File: src/rtl/sid_voice_sched.sv
// rtl/sid_voice_sched.sv - round scheduler sharing one voice datapath across N_VOICES voices
// Optional build macro: SID_VOICE_SCHED_MUTE_EN (per-voice mute forces captured voice output to 0)
module sid_voice_sched #(
   parameter int N_VOICES = 3,
   parameter int LATENCY  = 1,
   parameter int OSC3_IDX = 2
) (
   input  logic                           clk,
   input  logic                           rst,
   input  logic                           tick,
   input  logic [N_VOICES-1:0]            mute_i,
   output logic [$clog2(N_VOICES)-1:0]    sel_o,
   output logic                           sel_valid_o,
   input  logic signed [21:0]             dp_voice_i,
   input  logic [7:0]                     dp_osc_i,
   output logic signed [N_VOICES*22-1:0]  voices_o,
   output logic [7:0]                     osc3_o,
   output logic                           busy_o,
   output logic                           done_o,
   output logic                           overrun_o
);

   localparam int SW = $clog2(N_VOICES);
   localparam logic [SW-1:0] LAST_SEL   = SW'(N_VOICES - 1);
   localparam logic [SW-1:0] OSC3_SEL   = SW'(OSC3_IDX);
   localparam logic [2:0]    LAST_DRAIN = 3'(LATENCY - 1);

   typedef enum logic [1:0] {IDLE, ISSUE, DRAIN} state_t;

   state_t        state_q, state_n;
   logic [SW-1:0] sel_n;
   logic          sel_valid_n;
   logic [2:0]    cnt_q, cnt_n;
   logic          done_n;
   logic          overrun_n;

   // {valid, idx} of each issued voice, delayed to line up with the datapath result
   logic [LATENCY-1:0] pv_q;
   logic [SW-1:0]      pidx_q [LATENCY];
   logic               cap_valid;
   logic [SW-1:0]      cap_idx;
   logic [21:0]        cap_data;

   assign busy_o    = (state_q != IDLE);
   assign cap_valid = pv_q[LATENCY-1];
   assign cap_idx   = pidx_q[LATENCY-1];

`ifdef SID_VOICE_SCHED_MUTE_EN
   // muted voices store silence; osc3 readback still follows the oscillator
   always_comb begin
      cap_data = dp_voice_i;
      if (mute_i[cap_idx]) cap_data = '0;
   end
`else
   logic mute_unused;
   assign mute_unused = ^mute_i;
   assign cap_data    = dp_voice_i;
`endif

   // next-state and next-output decode; a tick during a round or its done cycle only flags overrun
   always_comb begin
      state_n     = state_q;
      sel_n       = sel_o;
      sel_valid_n = 1'b0;
      cnt_n       = cnt_q;
      done_n      = 1'b0;
      overrun_n   = overrun_o;
      if (tick && (state_q != IDLE || done_o)) overrun_n = 1'b1;
      case (state_q)
         IDLE: begin
            if (tick && !done_o) begin
               state_n     = ISSUE;
               sel_n       = '0;
               sel_valid_n = 1'b1;
            end
         end
         ISSUE: begin
            if (sel_o == LAST_SEL) begin
               state_n = DRAIN;
               cnt_n   = 3'd0;
            end else begin
               sel_n       = sel_o + SW'(1);
               sel_valid_n = 1'b1;
            end
         end
         DRAIN: begin
            if (cnt_q == LAST_DRAIN) begin
               state_n = IDLE;
               done_n  = 1'b1;
            end else begin
               cnt_n = cnt_q + 3'd1;
            end
         end
         default: state_n = IDLE;
      endcase
   end

   // state and registered scheduler outputs
   always_ff @(posedge clk) begin
      if (rst) begin
         state_q     <= IDLE;
         sel_o       <= '0;
         sel_valid_o <= 1'b0;
         cnt_q       <= 3'd0;
         done_o      <= 1'b0;
         overrun_o   <= 1'b0;
      end else begin
         state_q     <= state_n;
         sel_o       <= sel_n;
         sel_valid_o <= sel_valid_n;
         cnt_q       <= cnt_n;
         done_o      <= done_n;
         overrun_o   <= overrun_n;
      end
   end

   // capture pipeline shift; cleared on reset so an aborted round never captures
   always_ff @(posedge clk) begin
      if (rst) begin
         pv_q <= '0;
         for (int i = 0; i < LATENCY; i++) pidx_q[i] <= '0;
      end else begin
         pv_q[0]   <= sel_valid_o;
         pidx_q[0] <= sel_o;
         for (int i = 1; i < LATENCY; i++) begin
            pv_q[i]   <= pv_q[i-1];
            pidx_q[i] <= pidx_q[i-1];
         end
      end
   end

   // per-voice holding registers, written when the pipeline presents a valid index
   always_ff @(posedge clk) begin
      if (rst) begin
         voices_o <= '0;
         osc3_o   <= 8'h00;
      end else if (cap_valid) begin
         voices_o[int'(cap_idx)*22 +: 22] <= cap_data;
         if (cap_idx == OSC3_SEL) osc3_o <= dp_osc_i;
      end
   end

endmodule

File: config.mk
export PLATFORM = sky130hd
export DESIGN_NAME = sid_voice_sched
export DESIGN_NICKNAME = d
export VERILOG_FILES = /design/src/rtl/sid_voice_sched.sv
export SDC_FILE = /design/constraint.sdc
export NUM_CORES = 1
export LEC_CHECK = 0
export ABC_CLOCK_PERIOD_IN_PS = 9250
export BUFFER_PORTS_ARGS = -buffer_cell sky130_fd_sc_hd__buf_2
export CELL_PAD_IN_SITES_DETAIL_PLACEMENT = 0
export CELL_PAD_IN_SITES_GLOBAL_PLACEMENT = 1
export CORE_MARGIN = 1
export CORE_UTILIZATION = 35
export DETAILED_ROUTE_END_ITERATION = 7
export PLACE_DENSITY_LB_ADDON = 0.1
export SYNTH_ARGS = -nofsm -noshare
export SYNTH_HDL_FRONTEND = slang
export SYNTH_SLANG_ARGS = --single-unit
File: constraint.sdc
create_clock -name clk -period 9.25 [get_ports clk]
set_clock_uncertainty 0.1 [all_clocks]
set_input_delay 1.85 -clock clk [delete_from_list [all_inputs] [get_ports clk]]
set_output_delay 1.85 -clock clk [all_outputs]
set_load 0.01 [all_outputs]
==> flow_summary.html, run 1 <==
<table>
<tr><th>Metric</th><th>Value</th></tr>
<tr><th colspan="2">Route</th></tr>
<tr><td>Violation count after the first detailed-route iteration</td><td>361</td></tr>
<tr><td>1st-pass router iterations</td><td>5</td></tr>
<tr><td>Detailed Route WL</td><td>17240 um</td></tr>
<tr><td>Number of DRC violations after detailed routing</td><td>0</td></tr>
<tr><td>Number of nets with antenna violations after detailed routing</td><td>0</td></tr>
<tr><td>Number of vias per cell after detailed routing</td><td>5.811</td></tr>
<tr><td>Total number of vias</td><td>about 5000</td></tr>
<tr><td>WL per Instance</td><td>20.24 um</td></tr>
<tr><th colspan="2">Job</th></tr>
<tr><td>Total of max-cap violations</td><td>0</td></tr>
<tr><th colspan="2">Clock network</th></tr>
<tr><td>Count of cells resized by post-cts repair</td><td>0</td></tr>
<tr><td>Clock transition at the register clock pins on the worst setup and hold paths after CTS</td><td>roughly 0.06 ns</td></tr>
<tr><td>Post CTS Setup Buffer Count</td><td>0</td></tr>
<tr><td>Clock Tree Root</td><td>clkbuf_16</td></tr>
<tr><td>Number of buffers inserted during clock tree synthesis</td><td>9</td></tr>
<tr><td>H-tree depth</td><td>3</td></tr>
<tr><td># hold bufs at CTS</td><td>0</td></tr>
<tr><td>Number of sinks handled by clock tree synthesis</td><td>between 80 and 90</td></tr>
<tr><td>Buffer levels on the longest clock path</td><td>2</td></tr>
<tr><td>Skew-Pair Late Insertion Delay</td><td>about 0.34 ns</td></tr>
<tr><td>Clock tree from TritonCTS</td><td>done</td></tr>
<tr><th colspan="2">Timing</th></tr>
<tr><td>Final critical delay including setup and external delays</td><td>between 4 and 5 ns</td></tr>
<tr><td>Final setup violation count</td><td>0</td></tr>
<tr><td>Fmax</td><td>between 200 and 250 MHz</td></tr>
<tr><td>Pins Over Slew Limit</td><td>0</td></tr>
<tr><td>Headroom to the max-slew limit</td><td>22.76%</td></tr>
<tr><td>Ratio of final minimum period to clock period</td><td>between 40% and 50%</td></tr>
<tr><td>Setup repair after global routing missed its margin</td><td>no</td></tr>
<tr><td>Final sum of negative setup slack</td><td>0 ns</td></tr>
<tr><td>Transition time of the tightest slew-check pin</td><td>1.148 ns</td></tr>
<tr><td>Final hold violations</td><td>0</td></tr>
<tr><th colspan="2">Floorplan</th></tr>
<tr><td>X dimension of the die</td><td>~120 um</td></tr>
<tr><td>Standard cell core area</td><td>around 14000 sq um</td></tr>
<tr><td>Die area</td><td>14570 sq um</td></tr>
<tr><td>Placement Rows</td><td>43</td></tr>
<tr><td>Height of the die</td><td>120.7 um</td></tr>
<tr><td>Top-level I/O count</td><td>116</td></tr>
<tr><td>Effective utilization at floorplan</td><td>35.68%</td></tr>
<tr><th colspan="2">Outcome</th></tr>
<tr><td>Status</td><td>finished, final reports clean</td></tr>
<tr><th colspan="2">Pwr</th></tr>
<tr><td>Static leakage</td><td>0.002440 uW</td></tr>
<tr><td>Total design power</td><td>roughly 930 uW</td></tr>
<tr><td>Power density relative to cell area</td><td>approximately 160 nW/um^2</td></tr>
<tr><td>VDD IR max</td><td>roughly 0.000099 V</td></tr>
<tr><th colspan="2">Yosys</th></tr>
<tr><td>Fraction of registers with async set or reset after synthesis</td><td>0%</td></tr>
<tr><td>Number of library cell types mapped by synthesis</td><td>68</td></tr>
<tr><td>Adder-cell area share of the yosys netlist</td><td>2.029%</td></tr>
<tr><td>Net count after synthesis</td><td>between 600 and 700</td></tr>
<tr><td>Simple-gate portion of the synthesized area</td><td>21.35%</td></tr>
<tr><td>Warnings, synthesis</td><td>0</td></tr>
<tr><td>Predominant post-synthesis flop cell</td><td>dfxtp_1</td></tr>
<tr><td>Sequential share of the synthesized area</td><td>35.30%</td></tr>
<tr><td>Post-synthesis sequential element count</td><td>87</td></tr>
<tr><td>Portion of netlist area occupied by mux cells</td><td>11.62%</td></tr>
<tr><td>Mapped Avg Cell Area</td><td>8.491 sq um</td></tr>
<tr><td>Combinational family with the most area after synthesis</td><td>compound AO/OA/AOI/OAI gates</td></tr>
<tr><td>Area share of xor/xnor cells in the synthesized design</td><td>0.7101%</td></tr>
<tr><td>Total standard cell area after synthesis</td><td>about 5000 sq um</td></tr>
<tr><td>Area fraction in compound gates after synthesis</td><td>between 20% and 30%</td></tr>
<tr><td>Number of enable-type register cells in the synthesized netlist</td><td>0</td></tr>
<tr><td>Number of instances in the synthesized netlist</td><td>581</td></tr>
<tr><th colspan="2">Setup path</th></tr>
<tr><td>Critical path buffers and inverters</td><td>2</td></tr>
<tr><td>Highest-delay cell along the critical path</td><td>dfxtp_2</td></tr>
<tr><td>Type of element launching the critical path</td><td>register</td></tr>
<tr><td>Crit-path cells</td><td>inv_1, ha_1, buf_4, nand2b_1, o32ai_1, mux2_2, a221o_1, a22o_1</td></tr>
<tr><td>Worst endpoint data arrival time</td><td>between 4 and 5 ns</td></tr>
<tr><td>Required time of the critical path</td><td>9.44 ns</td></tr>
<tr><td>Number of stages on the worst setup path</td><td>8</td></tr>
<tr><td>Worst r2r path cells</td><td>8</td></tr>
<tr><td>Family with the most delay on the worst path</td><td>compound AO/OA/AOI/OAI gates</td></tr>
<tr><td>Critical path peak fanout</td><td>46</td></tr>
<tr><td>Critical Path End Type</td><td>register</td></tr>
<tr><td>Critical Path Max Stage Delay</td><td>0.94 ns</td></tr>
<tr><td>Start-to-end type of the worst setup path</td><td>register to register</td></tr>
<tr><th colspan="2">Min path</th></tr>
<tr><td>Hold/Removal Path Class</td><td>register to register</td></tr>
<tr><td>Worst hold path stage count</td><td>2</td></tr>
<tr><th colspan="2">GRT</th></tr>
<tr><td>Via count of the first global-routing pass</td><td>4491</td></tr>
<tr><td>Wire length of the first global-routing pass</td><td>26170 um</td></tr>
<tr><td>Largest net degree at the start of global routing</td><td>54</td></tr>
<tr><td>GRT Resource Usage Total</td><td>23.98%</td></tr>
<tr><td>Global-route congestion overflow total</td><td>0</td></tr>
<tr><td>Number of antenna violations at the first check in global routing</td><td>0</td></tr>
<tr><th colspan="2">Final layout</th></tr>
<tr><td>Antenna Cells</td><td>0</td></tr>
<tr><td>Area taken by multi-input logic gates</td><td>2935 sq um</td></tr>
<tr><td>Count of fill cells added during filler insertion</td><td>~1400</td></tr>
<tr><td>Share of layout cells above drive strength 1</td><td>25.30%</td></tr>
<tr><td>Commonest non-fill, non-tap cells in the layout</td><td>112 x buf_2, 86 x dfxtp_1, 71 x nand2_1</td></tr>
<tr><td>Cell area after layout</td><td>5879 sq um</td></tr>
<tr><td>Most common library cell in the layout ignoring fill and taps</td><td>buf_2</td></tr>
<tr><td>Area growth, synth to finish</td><td>19.17%</td></tr>
<tr><td>Total Nets Final</td><td>712</td></tr>
<tr><td>Area of all sequential standard cells</td><td>roughly 1700 sq um</td></tr>
<tr><th colspan="2">Placed design</th></tr>
<tr><td>Post-DP HPWL</td><td>12600 um</td></tr>
<tr><td>Last weighted congestion value of the routability-driven placer</td><td>0.8891</td></tr>
<tr><td>Cell area reported after detailed placement</td><td>about 5600 sq um</td></tr>
<tr><td>Port Buffer Count</td><td>roughly 110</td></tr>
</table>
[cell families after synthesis]
group,count (synthesis)
simple gates,220
compound gates,169
flops,87
buf+inv,57
mux,36
fa+ha+maj,8
xor+xnor,4
[final timing paths]
path	start	endpoint	slack, ns
worst min register to register	voices_o[39]$_SDFFE_PP0P_	voices_o[39]$_SDFFE_PP0P_	0.34
worst max-delay path	pidx_q[0][0]$_SDFF_PP0_	voices_o[28]$_SDFFE_PP0P_	5.18
worst min-delay path	voices_o[39]$_SDFFE_PP0P_	voices_o[39]$_SDFFE_PP0P_	0.34
worst max register to register	pidx_q[0][0]$_SDFF_PP0_	voices_o[28]$_SDFFE_PP0P_	5.18
[cells in the mapped netlist (7+ instances only)]
cell type	number	area [sq um]
buf_2	16	80.08
nor3_1	20	100.1
ha_1	8	100.1
a22oi_1	11	82.58
a211oi_1	7	52.55
a32oi_1	7	61.31
inv_1	10	37.54
nand2_1	71	266.5
nand3_1	8	40.04
nand2b_1	7	43.79
clkbuf_1	21	78.83
dfxtp_1	87	1742
mux4_2	15	337.8
o22ai_1	7	43.79
nor2b_1	12	75.07
nor2_1	63	236.5
a22o_1	18	157.7
mux2i_1	13	130.1
mux2_2	7	78.83
o21ai_0	31	155.2
a21oi_1	40	200.2
[power breakdown]
part | switching (uW) | internal [uW] | total [uW] | leakage, uW
combinational | 111 | 60.2 | 171 | 0.00159
clock | 144 | 224 | 368 | 0.000146
sequential | 8.63 | 383 | 391 | 0.000704
[per-layer routing]
layer / wire length [um] / GRT usage [%] / vias up
li1: - / - / 2334
met1: 7798 / 33.59 / 2374
met2: 7723 / 35.88 / 211
met3: 1293 / 5.283 / 32
met4: 425 / 8.719 / 0
met5: 0 / 0 / -
[cell type report]
type / instances / share of cell area (%)
clock buffers: 13 / 4.426
inverters: 11 / 0.7023
flip-flops and latches: 87 / 29.64
multi-input cells: 437 / 49.93
well taps: 180 / 3.831
repair buffers: 122 / 10.81
clock inverters: 2 / 0.6597
[worst register-to-register path: cells and delay by family (launching register included)]
kind            cells  cell delay, ns
mux                 1            0.35
simple gates        1            0.44
buf+inv             2            0.68
flops               1            0.94
fa+ha+maj           1            0.36
compound gates      3            1.14
[state kept, by name, indices dropped and copies added, names as in the netlist]
register / cells
sel_o: 2
osc3_o: 8
cap_valid: 1
overrun_o: 1
cnt_q: 3
pidx_q: 2
sel_valid_o: 1
voices_o: 66
done_o: 1
state_q: 2
[metrics by stage]
stage          hold WS [ns]  setup WS [ns]  instances  util [%]
2_1_floorplan        0.3486          5.821        581         -
3_3_place_gp         0.3300          5.251        837     40.36
3_5_place_dp         0.3381          5.183        837     40.36
4_1_cts              0.3484          5.208        852     42.52
5_1_grt              0.3670          4.915        852     42.52
6_report             0.3431          5.184        852     42.52
No activity file was read; power rests on OpenSTA's default activity.
==> run 2: changes to the inputs <==
--- a/config.mk
+++ b/config.mk
@@ -5,7 +5,7 @@
 export SDC_FILE = /design/constraint.sdc
 export NUM_CORES = 1
 export LEC_CHECK = 0
-export ABC_CLOCK_PERIOD_IN_PS = 9250
+export ABC_CLOCK_PERIOD_IN_PS = 3490
 export BUFFER_PORTS_ARGS = -buffer_cell sky130_fd_sc_hd__buf_2
 export CELL_PAD_IN_SITES_DETAIL_PLACEMENT = 0
 export CELL_PAD_IN_SITES_GLOBAL_PLACEMENT = 1
==> constraint.sdc (replaced) <==
create_clock -name clk -period 3.49 [get_ports clk]
set_clock_uncertainty 0.1 [all_clocks]
set_input_delay 0.698 -clock clk [delete_from_list [all_inputs] [get_ports clk]]
set_output_delay 0.698 -clock clk [all_outputs]
set_load 0.01 [all_outputs]
==> run 2 against run 1 <==
Utilization is 0.85 points higher. Sequential power increased to 2.6 times the previous value. Flip-flop and latch count stayed put. Final area up 2.0%.
==> flow_summary.html, run 2 (synthesis results as in run 1) <==
<table>
<tr><th>Metric</th><th>Value</th></tr>
<tr><th colspan="2">Placed design</th></tr>
<tr><td>Last weighted congestion value of the routability-driven placer</td><td>0.9248 (+4.0%)</td></tr>
<tr><td>Number of placed instances with taps included</td><td>848 (+1.3%)</td></tr>
<tr><td>Post-DP HPWL</td><td>13270 um (+5.3%)</td></tr>
<tr><td>Port Buffer Count</td><td>112 (unchanged)</td></tr>
<tr><th colspan="2">Min path</th></tr>
<tr><td>Hold/Removal Path Class</td><td>register to register</td></tr>
<tr><td>Worst hold path stage count</td><td>2 (unchanged)</td></tr>
<tr><td>Sink of the worst hold path</td><td>voices_o[39]$_SDFFE_PP0P_</td></tr>
<tr><td>Start point of the worst min-delay path</td><td>voices_o[39]$_SDFFE_PP0P_</td></tr>
<tr><th colspan="2">Floorplan</th></tr>
<tr><td>Die area</td><td>14570 sq um (unchanged)</td></tr>
<tr><td>X dimension of the die</td><td>120.7 um (unchanged)</td></tr>
<tr><td>Standard cell core area</td><td>13830 sq um (unchanged)</td></tr>
<tr><td>Placement Rows</td><td>43 (unchanged)</td></tr>
<tr><td>Effective utilization at floorplan</td><td>35.68% (unchanged)</td></tr>
<tr><td>Height of the die</td><td>120.7 um (unchanged)</td></tr>
<tr><td>Top-level I/O count</td><td>116 (unchanged)</td></tr>
<tr><th colspan="2">Final layout</th></tr>
<tr><td>Most common library cell in the layout ignoring fill and taps</td><td>buf_2</td></tr>
<tr><td>Share of layout cells above drive strength 1</td><td>26.75% (+1.5 points)</td></tr>
<tr><td>Area growth, synth to finish</td><td>21.56%</td></tr>
<tr><td>Antenna Cells</td><td>0 (unchanged)</td></tr>
<tr><td>Top Registers</td><td>voices_o x66, osc3_o x8, cnt_q x3</td></tr>
<tr><td>Area taken by multi-input logic gates</td><td>2935 sq um (unchanged)</td></tr>
<tr><td>Count of placed standard cells in the final layout, fillers left out</td><td>864 (+1.4%)</td></tr>
<tr><td>Count of fill cells added during filler insertion</td><td>1414 (-0.28%)</td></tr>
<tr><td>Total Nets Final</td><td>723 (+1.5%)</td></tr>
<tr><td>Area of all sequential standard cells</td><td>1743 sq um (unchanged)</td></tr>
<tr><td>Commonest non-fill, non-tap cells in the layout</td><td>112 x buf_2, 86 x dfxtp_1, 71 x nand2_1</td></tr>
<tr><td>Register with the most flip-flops</td><td>voices_o</td></tr>
<tr><td>Number of flip-flops under the largest register name</td><td>66 (unchanged)</td></tr>
<tr><th colspan="2">Route</th></tr>
<tr><td>1st-pass router iterations</td><td>5 (unchanged)</td></tr>
<tr><td>WL per Instance</td><td>20.40 um (+0.83%)</td></tr>
<tr><td>Number of nets with antenna violations after detailed routing</td><td>0 (unchanged)</td></tr>
<tr><td>Number of DRC violations after detailed routing</td><td>0 (unchanged)</td></tr>
<tr><td>Total number of vias</td><td>4969 (+0.36%)</td></tr>
<tr><td>Violation count after the first detailed-route iteration</td><td>362 (+0.28%)</td></tr>
<tr><td>Detailed Route WL</td><td>17630 um (+2.3%)</td></tr>
<tr><td>Number of vias per cell after detailed routing</td><td>5.751 (-1.0%)</td></tr>
<tr><th colspan="2">Setup path</th></tr>
<tr><td>Critical path peak fanout</td><td>12 (-74%)</td></tr>
<tr><td>Register-to-register setup slack</td><td>0.54 ns (-4.65 ns)</td></tr>
<tr><td>Critical path buffers and inverters</td><td>2 (unchanged)</td></tr>
<tr><td>Worst endpoint data arrival time</td><td>3.12 ns (-1.13 ns)</td></tr>
<tr><td>Start-to-end type of the worst setup path</td><td>register to register</td></tr>
<tr><td>Critical Path Max Stage Delay</td><td>0.64 ns (-0.30 ns)</td></tr>
<tr><td>Worst r2r path cells</td><td>8 (unchanged)</td></tr>
<tr><td>Endpoint of the worst-slack reg-to-reg timing path</td><td>voices_o[14]$_SDFFE_PP0P_</td></tr>
<tr><td>Crit-path cells</td><td>inv_1, ha_1, buf_4, a21oi_1, a311oi_2, a22oi_1, o221a_2, nor3_1</td></tr>
<tr><td>Beginning of the worst register-to-register path</td><td>pidx_q[0][0]$_SDFF_PP0_</td></tr>
<tr><td>Family with the most delay on the worst path</td><td>compound AO/OA/AOI/OAI gates</td></tr>
<tr><td>Critical Path End Type</td><td>register</td></tr>
<tr><td>Type of element launching the critical path</td><td>register</td></tr>
<tr><td>Highest-delay cell along the critical path</td><td>a311oi_2</td></tr>
<tr><td>Required time of the critical path</td><td>3.66 ns (-5.78 ns)</td></tr>
<tr><th colspan="2">Clock network</th></tr>
<tr><td>Clock transition at the register clock pins on the worst setup and hold paths after CTS</td><td>0.06 ns (about the same)</td></tr>
<tr><td>Skew-Pair Late Insertion Delay</td><td>0.35 ns (about the same)</td></tr>
<tr><td>Post CTS Setup Buffer Count</td><td>0 (unchanged)</td></tr>
<tr><td>Clock tree from TritonCTS</td><td>done</td></tr>
<tr><td>Count of cells resized by post-cts repair</td><td>0 (unchanged)</td></tr>
<tr><td># hold bufs at CTS</td><td>0 (unchanged)</td></tr>
<tr><td>H-tree depth</td><td>3 (unchanged)</td></tr>
<tr><td>Buffer levels on the longest clock path</td><td>2 (unchanged)</td></tr>
<tr><td>Number of sinks handled by clock tree synthesis</td><td>87 (unchanged)</td></tr>
<tr><td>Clock Tree Root</td><td>clkbuf_16</td></tr>
<tr><td>Number of buffers inserted during clock tree synthesis</td><td>9 (unchanged)</td></tr>
<tr><th colspan="2">Outcome</th></tr>
<tr><td>Status</td><td>finished, final reports clean</td></tr>
<tr><th colspan="2">Timing</th></tr>
<tr><td>Final hold violations</td><td>0 (unchanged)</td></tr>
<tr><td>Final critical delay including setup and external delays</td><td>2.951 ns (-1.115 ns)</td></tr>
<tr><td>Headroom to the max-slew limit</td><td>32.15% (+9.4 points)</td></tr>
<tr><td>Setup repair after global routing missed its margin</td><td>no</td></tr>
<tr><td>Pins Over Slew Limit</td><td>0 (unchanged)</td></tr>
<tr><td>Transition time of the tightest slew-check pin</td><td>1.018 ns (-0.1302 ns)</td></tr>
<tr><td>Final setup violation count</td><td>0 (unchanged)</td></tr>
<tr><td>Final sum of negative setup slack</td><td>0 ns (unchanged)</td></tr>
<tr><td>Ratio of final minimum period to clock period</td><td>84.57% (+41 points)</td></tr>
<tr><td>Fmax</td><td>338.8 MHz (+38%)</td></tr>
<tr><th colspan="2">GRT</th></tr>
<tr><td>Wire length of the first global-routing pass</td><td>26230 um (+0.21%)</td></tr>
<tr><td>Via count of the first global-routing pass</td><td>4416 (-1.7%)</td></tr>
<tr><td>GRT Resource Usage Total</td><td>24.29% (+0.31 points)</td></tr>
<tr><td>Number of antenna violations at the first check in global routing</td><td>0 (unchanged)</td></tr>
<tr><td>Global-route congestion overflow total</td><td>0 (unchanged)</td></tr>
<tr><td>Largest net degree at the start of global routing</td><td>54 (unchanged)</td></tr>
<tr><th colspan="2">Pwr</th></tr>
<tr><td>Sequential share of power</td><td>40.4% (-1.7 points)</td></tr>
<tr><td>Power Internal</td><td>1818 uW (+170%)</td></tr>
<tr><td>Switching Fraction</td><td>28.61% (+0.26 points)</td></tr>
<tr><td>Switching power</td><td>728.3 uW (+180%)</td></tr>
<tr><td>Power share of the combinational group</td><td>18.8% (+0.4 points)</td></tr>
<tr><td>Power density relative to cell area</td><td>424.6 nW/um^2 (+170%)</td></tr>
<tr><td>Static leakage</td><td>0.002511 uW (+2.9%)</td></tr>
<tr><td>VDD IR max</td><td>0.0001818 V (+85%)</td></tr>
<tr><td>Clock group share of total power</td><td>40.8% (+1.2 points)</td></tr>
<tr><th colspan="2">Job</th></tr>
<tr><td>Total of max-cap violations</td><td>0 (unchanged)</td></tr>
</table>
[run 2: cell count changes in the layout (fill, tap and decap cells not counted)]
| cell | delta |
|---|---|
| buf_12 | +1 |
| buf_4 | +10 |
| bufinv_16 | +1 |
| clkbuf_1 | -1 |
| clkbuf_8 | -2 |
| clkinv_2 | +1 |
| clkinvlp_4 | +1 |
| inv_8 | +1 |
[run 2: how the worst max path moves through the flow]
| stage | cells after the start | start | slack [ns] | endpoint |
|---|---|---|---|---|
| 5_1_grt | 9 | pidx_q[0][0]$_SDFF_PP0_ | 0.33 | voices_o[38]$_SDFFE_PP0P_ |
| 2_1_floorplan | 9 | pidx_q[0][0]$_SDFF_PP0_ | 0.49 | voices_o[26]$_SDFFE_PP0P_ |
| 3_5_place_dp | 7 | pidx_q[0][0]$_SDFF_PP0_ | 0.55 | voices_o[21]$_SDFFE_PP0P_ |
| 4_1_cts | 8 | pidx_q[0][0]$_SDFF_PP0_ | 0.55 | voices_o[14]$_SDFFE_PP0P_ |
| 6_report | 8 | pidx_q[0][0]$_SDFF_PP0_ | 0.54 | voices_o[14]$_SDFFE_PP0P_ |
| 3_3_place_gp | 7 | pidx_q[0][0]$_SDFF_PP0_ | 0.59 | voices_o[21]$_SDFFE_PP0P_ |
[run 2: worst register-to-register path, stage by stage, from the launching register on]
cell	delay, ns
dfxtp_2	0.32
inv_1	0.09
ha_1	0.61
buf_4	0.28
a21oi_1	0.07
a311oi_2	0.64
a22oi_1	0.28
o221a_2	0.32
nor3_1	0.16
[run 2: routing by layer]
metal	track usage, %	part of all wire (%)
met1	34.40	47
met2	36.75	44
met3	3.821	6.0
met4	9.491	2.5
met5	0	0
[run 2: area by class of cell]
| type | count | share of cell area (%) |
|---|---|---|
| clock buffers | 10 | 3.818 |
| repair buffers | 133 | 12.18 |
| clock inverters | 6 | 1.544 |
| well taps | 180 | 3.755 |
| multi-input cells | 437 | 48.95 |
| inverters | 11 | 0.6885 |
| flip-flops and latches | 87 | 29.06 |
[run 2: power groups by stage]
stage	Sequential [uW]	Combinational (uW)	Clock (uW)
after floorplan	1060	290	0
after global placement	1050	470	0
after detailed placement	1050	470	0
after CTS	1030	472	1070
after global routing	1030	513	1110
final	1030	478	1040
[run 2: per-stage QoR]
step	area (sq um)	hold WS (ns)	total power, uW	util (%)	setup WS [ns]
after detailed placement	5675	0.3350	1522	41.05	0.5471
after CTS	5997	0.3450	2570	43.37	0.5452
after global routing	5997	0.3662	2657	43.37	0.3263
after floorplan	4933	0.3486	1346	-	0.4903
after global placement	5675	0.3297	1521	41.05	0.5911
final	5997	0.3407	2546	43.37	0.5385
==> run 3: changes to the inputs <==
--- a/config.mk
+++ b/config.mk
@@ -5,7 +5,8 @@
 export SDC_FILE = /design/constraint.sdc
 export NUM_CORES = 1
 export LEC_CHECK = 0
-export ABC_CLOCK_PERIOD_IN_PS = 3490
+export ABC_AREA = 1
+export ABC_CLOCK_PERIOD_IN_PS = 3000
 export BUFFER_PORTS_ARGS = -buffer_cell sky130_fd_sc_hd__buf_2
 export CELL_PAD_IN_SITES_DETAIL_PLACEMENT = 0
 export CELL_PAD_IN_SITES_GLOBAL_PLACEMENT = 1
==> constraint.sdc (replaced) <==
create_clock -name clk -period 3 [get_ports clk]
set_clock_uncertainty 0.1 [all_clocks]
set_input_delay 0.6 -clock clk [delete_from_list [all_inputs] [get_ports clk]]
set_output_delay 0.6 -clock clk [all_outputs]
set_load 0.01 [all_outputs]
==> run 3 against run 2 <==
The flow now finishes with violations (design-rule violations). Maximum frequency grew 11%. Total power grew 21%. Utilization shrank 0.31 points. Combinational power grew 78%. Synthesized cell count grew 50%. Non-clock buffer count grew 4. Global-route usage grew 1.1 points. Final area grew 5.9%. Final cell count grew 33%. Largest power group is now registers.
==> flow_summary.html, run 3 <==
<table>
<tr><th>Metric</th><th>Value</th></tr>
<tr><th colspan="2">Outcome</th></tr>
<tr><td>Status</td><td>complete, but fails checks</td></tr>
<tr><td>Violated checks</td><td>design-rule violations</td></tr>
<tr><th colspan="2">Yosys</th></tr>
<tr><td>Area share of the largest cell type after synthesis</td><td>32.53% (-2.8 points)</td></tr>
<tr><td>Total standard cell area after synthesis</td><td>5354 sq um (+8.5%)</td></tr>
<tr><td>Sequential share of the synthesized area</td><td>32.53% (-2.8 points)</td></tr>
<tr><td>Leading cell type by number of instances after synthesis</td><td>nand2_1</td></tr>
<tr><td>Number of instances in the synthesized netlist</td><td>874 (+50%)</td></tr>
<tr><td>Fraction of registers with async set or reset after synthesis</td><td>0% (unchanged)</td></tr>
<tr><td>Most instantiated cells after synthesis</td><td>280 x nand2_1, 148 x nand3_1, 87 x dfxtp_1</td></tr>
<tr><td>Dominant cells by area after synthesis</td><td>dfxtp_1 33%, nand2_1 20%, nand3_1 14%</td></tr>
<tr><td>Net count after synthesis</td><td>918 (+47%)</td></tr>
<tr><td>Number of library cell types mapped by synthesis</td><td>30 (-56%)</td></tr>
<tr><td>Warnings, synthesis</td><td>0 (unchanged)</td></tr>
<tr><td>Synth area leader</td><td>dfxtp_1</td></tr>
<tr><td>Number of enable-type register cells in the synthesized netlist</td><td>0 (unchanged)</td></tr>
<tr><td>Mapped Avg Cell Area</td><td>6.126 sq um (-28%)</td></tr>
<tr><td>Predominant post-synthesis flop cell</td><td>dfxtp_1</td></tr>
<tr><td>Post-synthesis sequential element count</td><td>87 (unchanged)</td></tr>
<tr><th colspan="2">Final layout</th></tr>
<tr><td>Number of flip-flops under the largest register name</td><td>66 (unchanged)</td></tr>
<tr><td>Top Registers</td><td>voices_o x66, osc3_o x8, cnt_q x3</td></tr>
<tr><td>Commonest non-fill, non-tap cells in the layout</td><td>280 x nand2_1, 148 x nand3_1, 112 x buf_2</td></tr>
<tr><td>Area taken by multi-input logic gates</td><td>3197 sq um (+8.9%)</td></tr>
<tr><td>Share of layout cells above drive strength 1</td><td>17.17% (-9.6 points)</td></tr>
<tr><td>Count of fill cells added during filler insertion</td><td>1677 (+19%)</td></tr>
<tr><td>Area of all sequential standard cells</td><td>1742 sq um (about the same)</td></tr>
<tr><td>Register with the most flip-flops</td><td>voices_o</td></tr>
<tr><td>Area growth, synth to finish</td><td>18.67%</td></tr>
<tr><td>Most common library cell in the layout ignoring fill and taps</td><td>nand2_1</td></tr>
<tr><td>Total Nets Final</td><td>1006 (+39%)</td></tr>
<tr><td>Antenna Cells</td><td>0 (unchanged)</td></tr>
<tr><th colspan="2">Timing</th></tr>
<tr><td>Setup repair after global routing missed its margin</td><td>no</td></tr>
<tr><td>Fmax</td><td>375.2 MHz (+11%)</td></tr>
<tr><td>Ratio of final minimum period to clock period</td><td>88.85% (+4.3 points)</td></tr>
<tr><td>Transition time of the tightest slew-check pin</td><td>0.8850 ns (-0.1328 ns)</td></tr>
<tr><td>Pins Over Slew Limit</td><td>0 (unchanged)</td></tr>
<tr><td>Final hold violations</td><td>0 (unchanged)</td></tr>
<tr><td>Worst-case hold slack</td><td>0.3195 ns (-0.02124 ns)</td></tr>
<tr><td>Final critical delay including setup and external delays</td><td>2.665 ns (-0.2860 ns)</td></tr>
<tr><td>Final setup violation count</td><td>0 (unchanged)</td></tr>
<tr><td>Final sum of negative setup slack</td><td>0 ns (unchanged)</td></tr>
<tr><td>Headroom to the max-slew limit</td><td>40.94% (+8.8 points)</td></tr>
<tr><th colspan="2">GRT</th></tr>
<tr><td>Number of antenna violations at the first check in global routing</td><td>0 (unchanged)</td></tr>
<tr><td>Global-route congestion overflow total</td><td>0 (unchanged)</td></tr>
<tr><td>Wire length of the first global-routing pass</td><td>31320 um (+19%)</td></tr>
<tr><td>Largest net degree at the start of global routing</td><td>54 (unchanged)</td></tr>
<tr><td>Via count of the first global-routing pass</td><td>5925 (+34%)</td></tr>
<tr><td>GRT Resource Usage Total</td><td>25.34% (+1.1 points)</td></tr>
<tr><th colspan="2">Clock network</th></tr>
<tr><td>Number of buffers inserted during clock tree synthesis</td><td>9 (unchanged)</td></tr>
<tr><td># hold bufs at CTS</td><td>0 (unchanged)</td></tr>
<tr><td>H-tree depth</td><td>3 (unchanged)</td></tr>
<tr><td>Number of sinks handled by clock tree synthesis</td><td>87 (unchanged)</td></tr>
<tr><td>Skew-Pair Late Insertion Delay</td><td>0.34 ns (about the same)</td></tr>
<tr><td>Count of cells resized by post-cts repair</td><td>0 (unchanged)</td></tr>
<tr><td>Clock transition at the register clock pins on the worst setup and hold paths after CTS</td><td>0.06 ns (about the same)</td></tr>
<tr><td>Buffer levels on the longest clock path</td><td>2 (unchanged)</td></tr>
<tr><td>Post CTS Setup Buffer Count</td><td>0 (unchanged)</td></tr>
<tr><td>Clock tree from TritonCTS</td><td>done</td></tr>
<tr><td>Clock Tree Root</td><td>clkbuf_16</td></tr>
<tr><th colspan="2">Route</th></tr>
<tr><td>Detailed Route WL</td><td>19430 um (+10%)</td></tr>
<tr><td>1st-pass router iterations</td><td>8 (+3)</td></tr>
<tr><td>Total number of vias</td><td>6124 (+23%)</td></tr>
<tr><td>Number of DRC violations after detailed routing</td><td>7 (+7)</td></tr>
<tr><td>Number of nets with antenna violations after detailed routing</td><td>0 (unchanged)</td></tr>
<tr><td>Violation count after the first detailed-route iteration</td><td>405 (+12%)</td></tr>
<tr><td>WL per Instance</td><td>16.88 um (-17%)</td></tr>
<tr><td>Number of vias per cell after detailed routing</td><td>5.321 (-7.5%)</td></tr>
<tr><th colspan="2">Setup path</th></tr>
<tr><td>Most Frequent Cell on Critical Path</td><td>nand2_1</td></tr>
<tr><td>Required time of the critical path</td><td>3.11 ns (-0.55 ns)</td></tr>
<tr><td>Highest-delay cell along the critical path</td><td>nor2_4</td></tr>
<tr><td>Crit-path cells</td><td>inv_1, ha_1, nand2_1, inv_2, nor2_4, buf_4, o21ai_0, nand2_1, nor2_1, o211ai_1, a21oi_1</td></tr>
<tr><td>Worst endpoint data arrival time</td><td>2.78 ns (-0.34 ns)</td></tr>
<tr><td>Start-to-end type of the worst setup path</td><td>register to register</td></tr>
<tr><td>Type of element launching the critical path</td><td>register</td></tr>
<tr><td>Critical Path End Type</td><td>register</td></tr>
<tr><td>Critical Path Max Stage Delay</td><td>0.44 ns (-0.20 ns)</td></tr>
<tr><td>Critical path peak fanout</td><td>23 (+11)</td></tr>
<tr><th colspan="2">Pwr</th></tr>
<tr><td>Static leakage</td><td>0.003028 uW (+21%)</td></tr>
<tr><td>Clock group share of total power</td><td>33.5% (-7.3 points)</td></tr>
<tr><td>VDD IR max</td><td>0.0003051 V (+68%)</td></tr>
<tr><td>Sequential share of power</td><td>38.9% (-1.5 points)</td></tr>
<tr><td>Power Internal</td><td>1999 uW (+10%)</td></tr>
<tr><td>Power share of the combinational group</td><td>27.6% (+8.8 points)</td></tr>
<tr><td>Switching power</td><td>1086 uW (+49%)</td></tr>
<tr><td>Switching Fraction</td><td>35.20% (+6.6 points)</td></tr>
<tr><td>Power density relative to cell area</td><td>485.5 nW/um^2 (+14%)</td></tr>
<tr><th colspan="2">Floorplan</th></tr>
<tr><td>Effective utilization at floorplan</td><td>36.29% (+0.61 points)</td></tr>
<tr><td>Standard cell core area</td><td>14750 sq um (+6.7%)</td></tr>
<tr><td>Top-level I/O count</td><td>116 (unchanged)</td></tr>
<tr><td>Die area</td><td>15800 sq um (+8.4%)</td></tr>
<tr><td>Placement Rows</td><td>44 (+2.3%)</td></tr>
<tr><td>X dimension of the die</td><td>125.7 um (+4.1%)</td></tr>
<tr><td>Height of the die</td><td>125.7 um (+4.1%)</td></tr>
<tr><th colspan="2">Placed design</th></tr>
<tr><td>Post-DP HPWL</td><td>15000 um (+13%)</td></tr>
<tr><td>Port Buffer Count</td><td>112 (unchanged)</td></tr>
<tr><td>Last weighted congestion value of the routability-driven placer</td><td>0.9105 (-1.5%)</td></tr>
<tr><th colspan="2">Min path</th></tr>
<tr><td>Hold/Removal Path Class</td><td>register to register</td></tr>
<tr><th colspan="2">Job</th></tr>
<tr><td>Total of max-cap violations</td><td>0 (unchanged)</td></tr>
</table>
run 3: cell types whose count changed after synthesis, moves of 15 or more:
cell,change
nor3_1,-16
nand3_1,+140
a22o_1,-18
nand2_1,+209
inv_1,+23
clkbuf_1,+19
a21oi_1,+41
o21ai_0,+36
mux4_2,-15
run 3: critical path, delay by kind of cell, from the launching register on:
family	cells	cell delay (ns)
simple gates	4	0.76
buf+inv	3	0.47
compound gates	3	0.44
fa+ha+maj	1	0.42
flops	1	0.33
run 3: final timing paths:
check                                  end                     from  slack (ns)  cells after the start
setup / recovery  voices_o[1]$_SDFFE_PP0P_  pidx_q[0][1]$_SDFF_PP0_        0.33                     11
hold / removal        cap_valid$_SDFF_PP0_   sel_valid_o$_SDFF_PP0_        0.32                      2
setup reg to reg  voices_o[1]$_SDFFE_PP0P_  pidx_q[0][1]$_SDFF_PP0_        0.33                     11
hold reg to reg       cap_valid$_SDFF_PP0_   sel_valid_o$_SDFF_PP0_        0.32                      2
run 3: logic make-up (layout without fill, tap and decap cells):
family	Yosys count	after routing	synth area share [%]
fa+ha+maj	8	8	1.870
compound gates	170	170	16.59
buf+inv	100	193	7.759
simple gates	506	506	40.41
xor+xnor	3	3	0.8414
flops	87	87	32.53
run 3: power by group through the flow:
stage	Clock (uW)	Combinational, uW	Sequential, uW
after CTS	1060	849	1200
after global placement	0	848	1230
after detailed placement	0	845	1230
after floorplan	0	552	1240
after global routing	1100	947	1200
final	1030	852	1200
run 3: final cells by class:
| class | instances | area share, % |
|---|---|---|
| clock buffer | 10 | 3.604 |
| inverter | 40 | 2.363 |
| sequential | 87 | 27.41 |
| clock inverter | 6 | 0.7089 |
| tap | 184 | 3.623 |
| multi-input combinational | 687 | 50.32 |
| timing repair buffer | 137 | 11.97 |
run 3: layer usage:
metal | wire (um) | part of all wire [%] | up-vias | GRT usage, %
met1 | 8738 | 45 | 2826 | 32.36
met2 | 9395 | 48 | 181 | 43.27
li1 | - | - | 3088 | -
met3 | 793 | 4.1 | 29 | 3.653
met4 | 503 | 2.6 | 0 | 9.397
met5 | 0 | 0 | - | 0
run 3: through the flow:
step	cell area, sq um	instances	util (%)	total power [uW]	setup WS (ns)
finish	6354	1151	43.06	3085	0.3346
global placement	6080	1135	41.21	2074	0.3823
floorplan	5354	874	-	1791	0.5272
CTS	6354	1151	43.06	3111	0.3378
global route	6354	1151	43.06	3254	0.07648
detailed placement	6080	1135	41.21	2071	0.3625
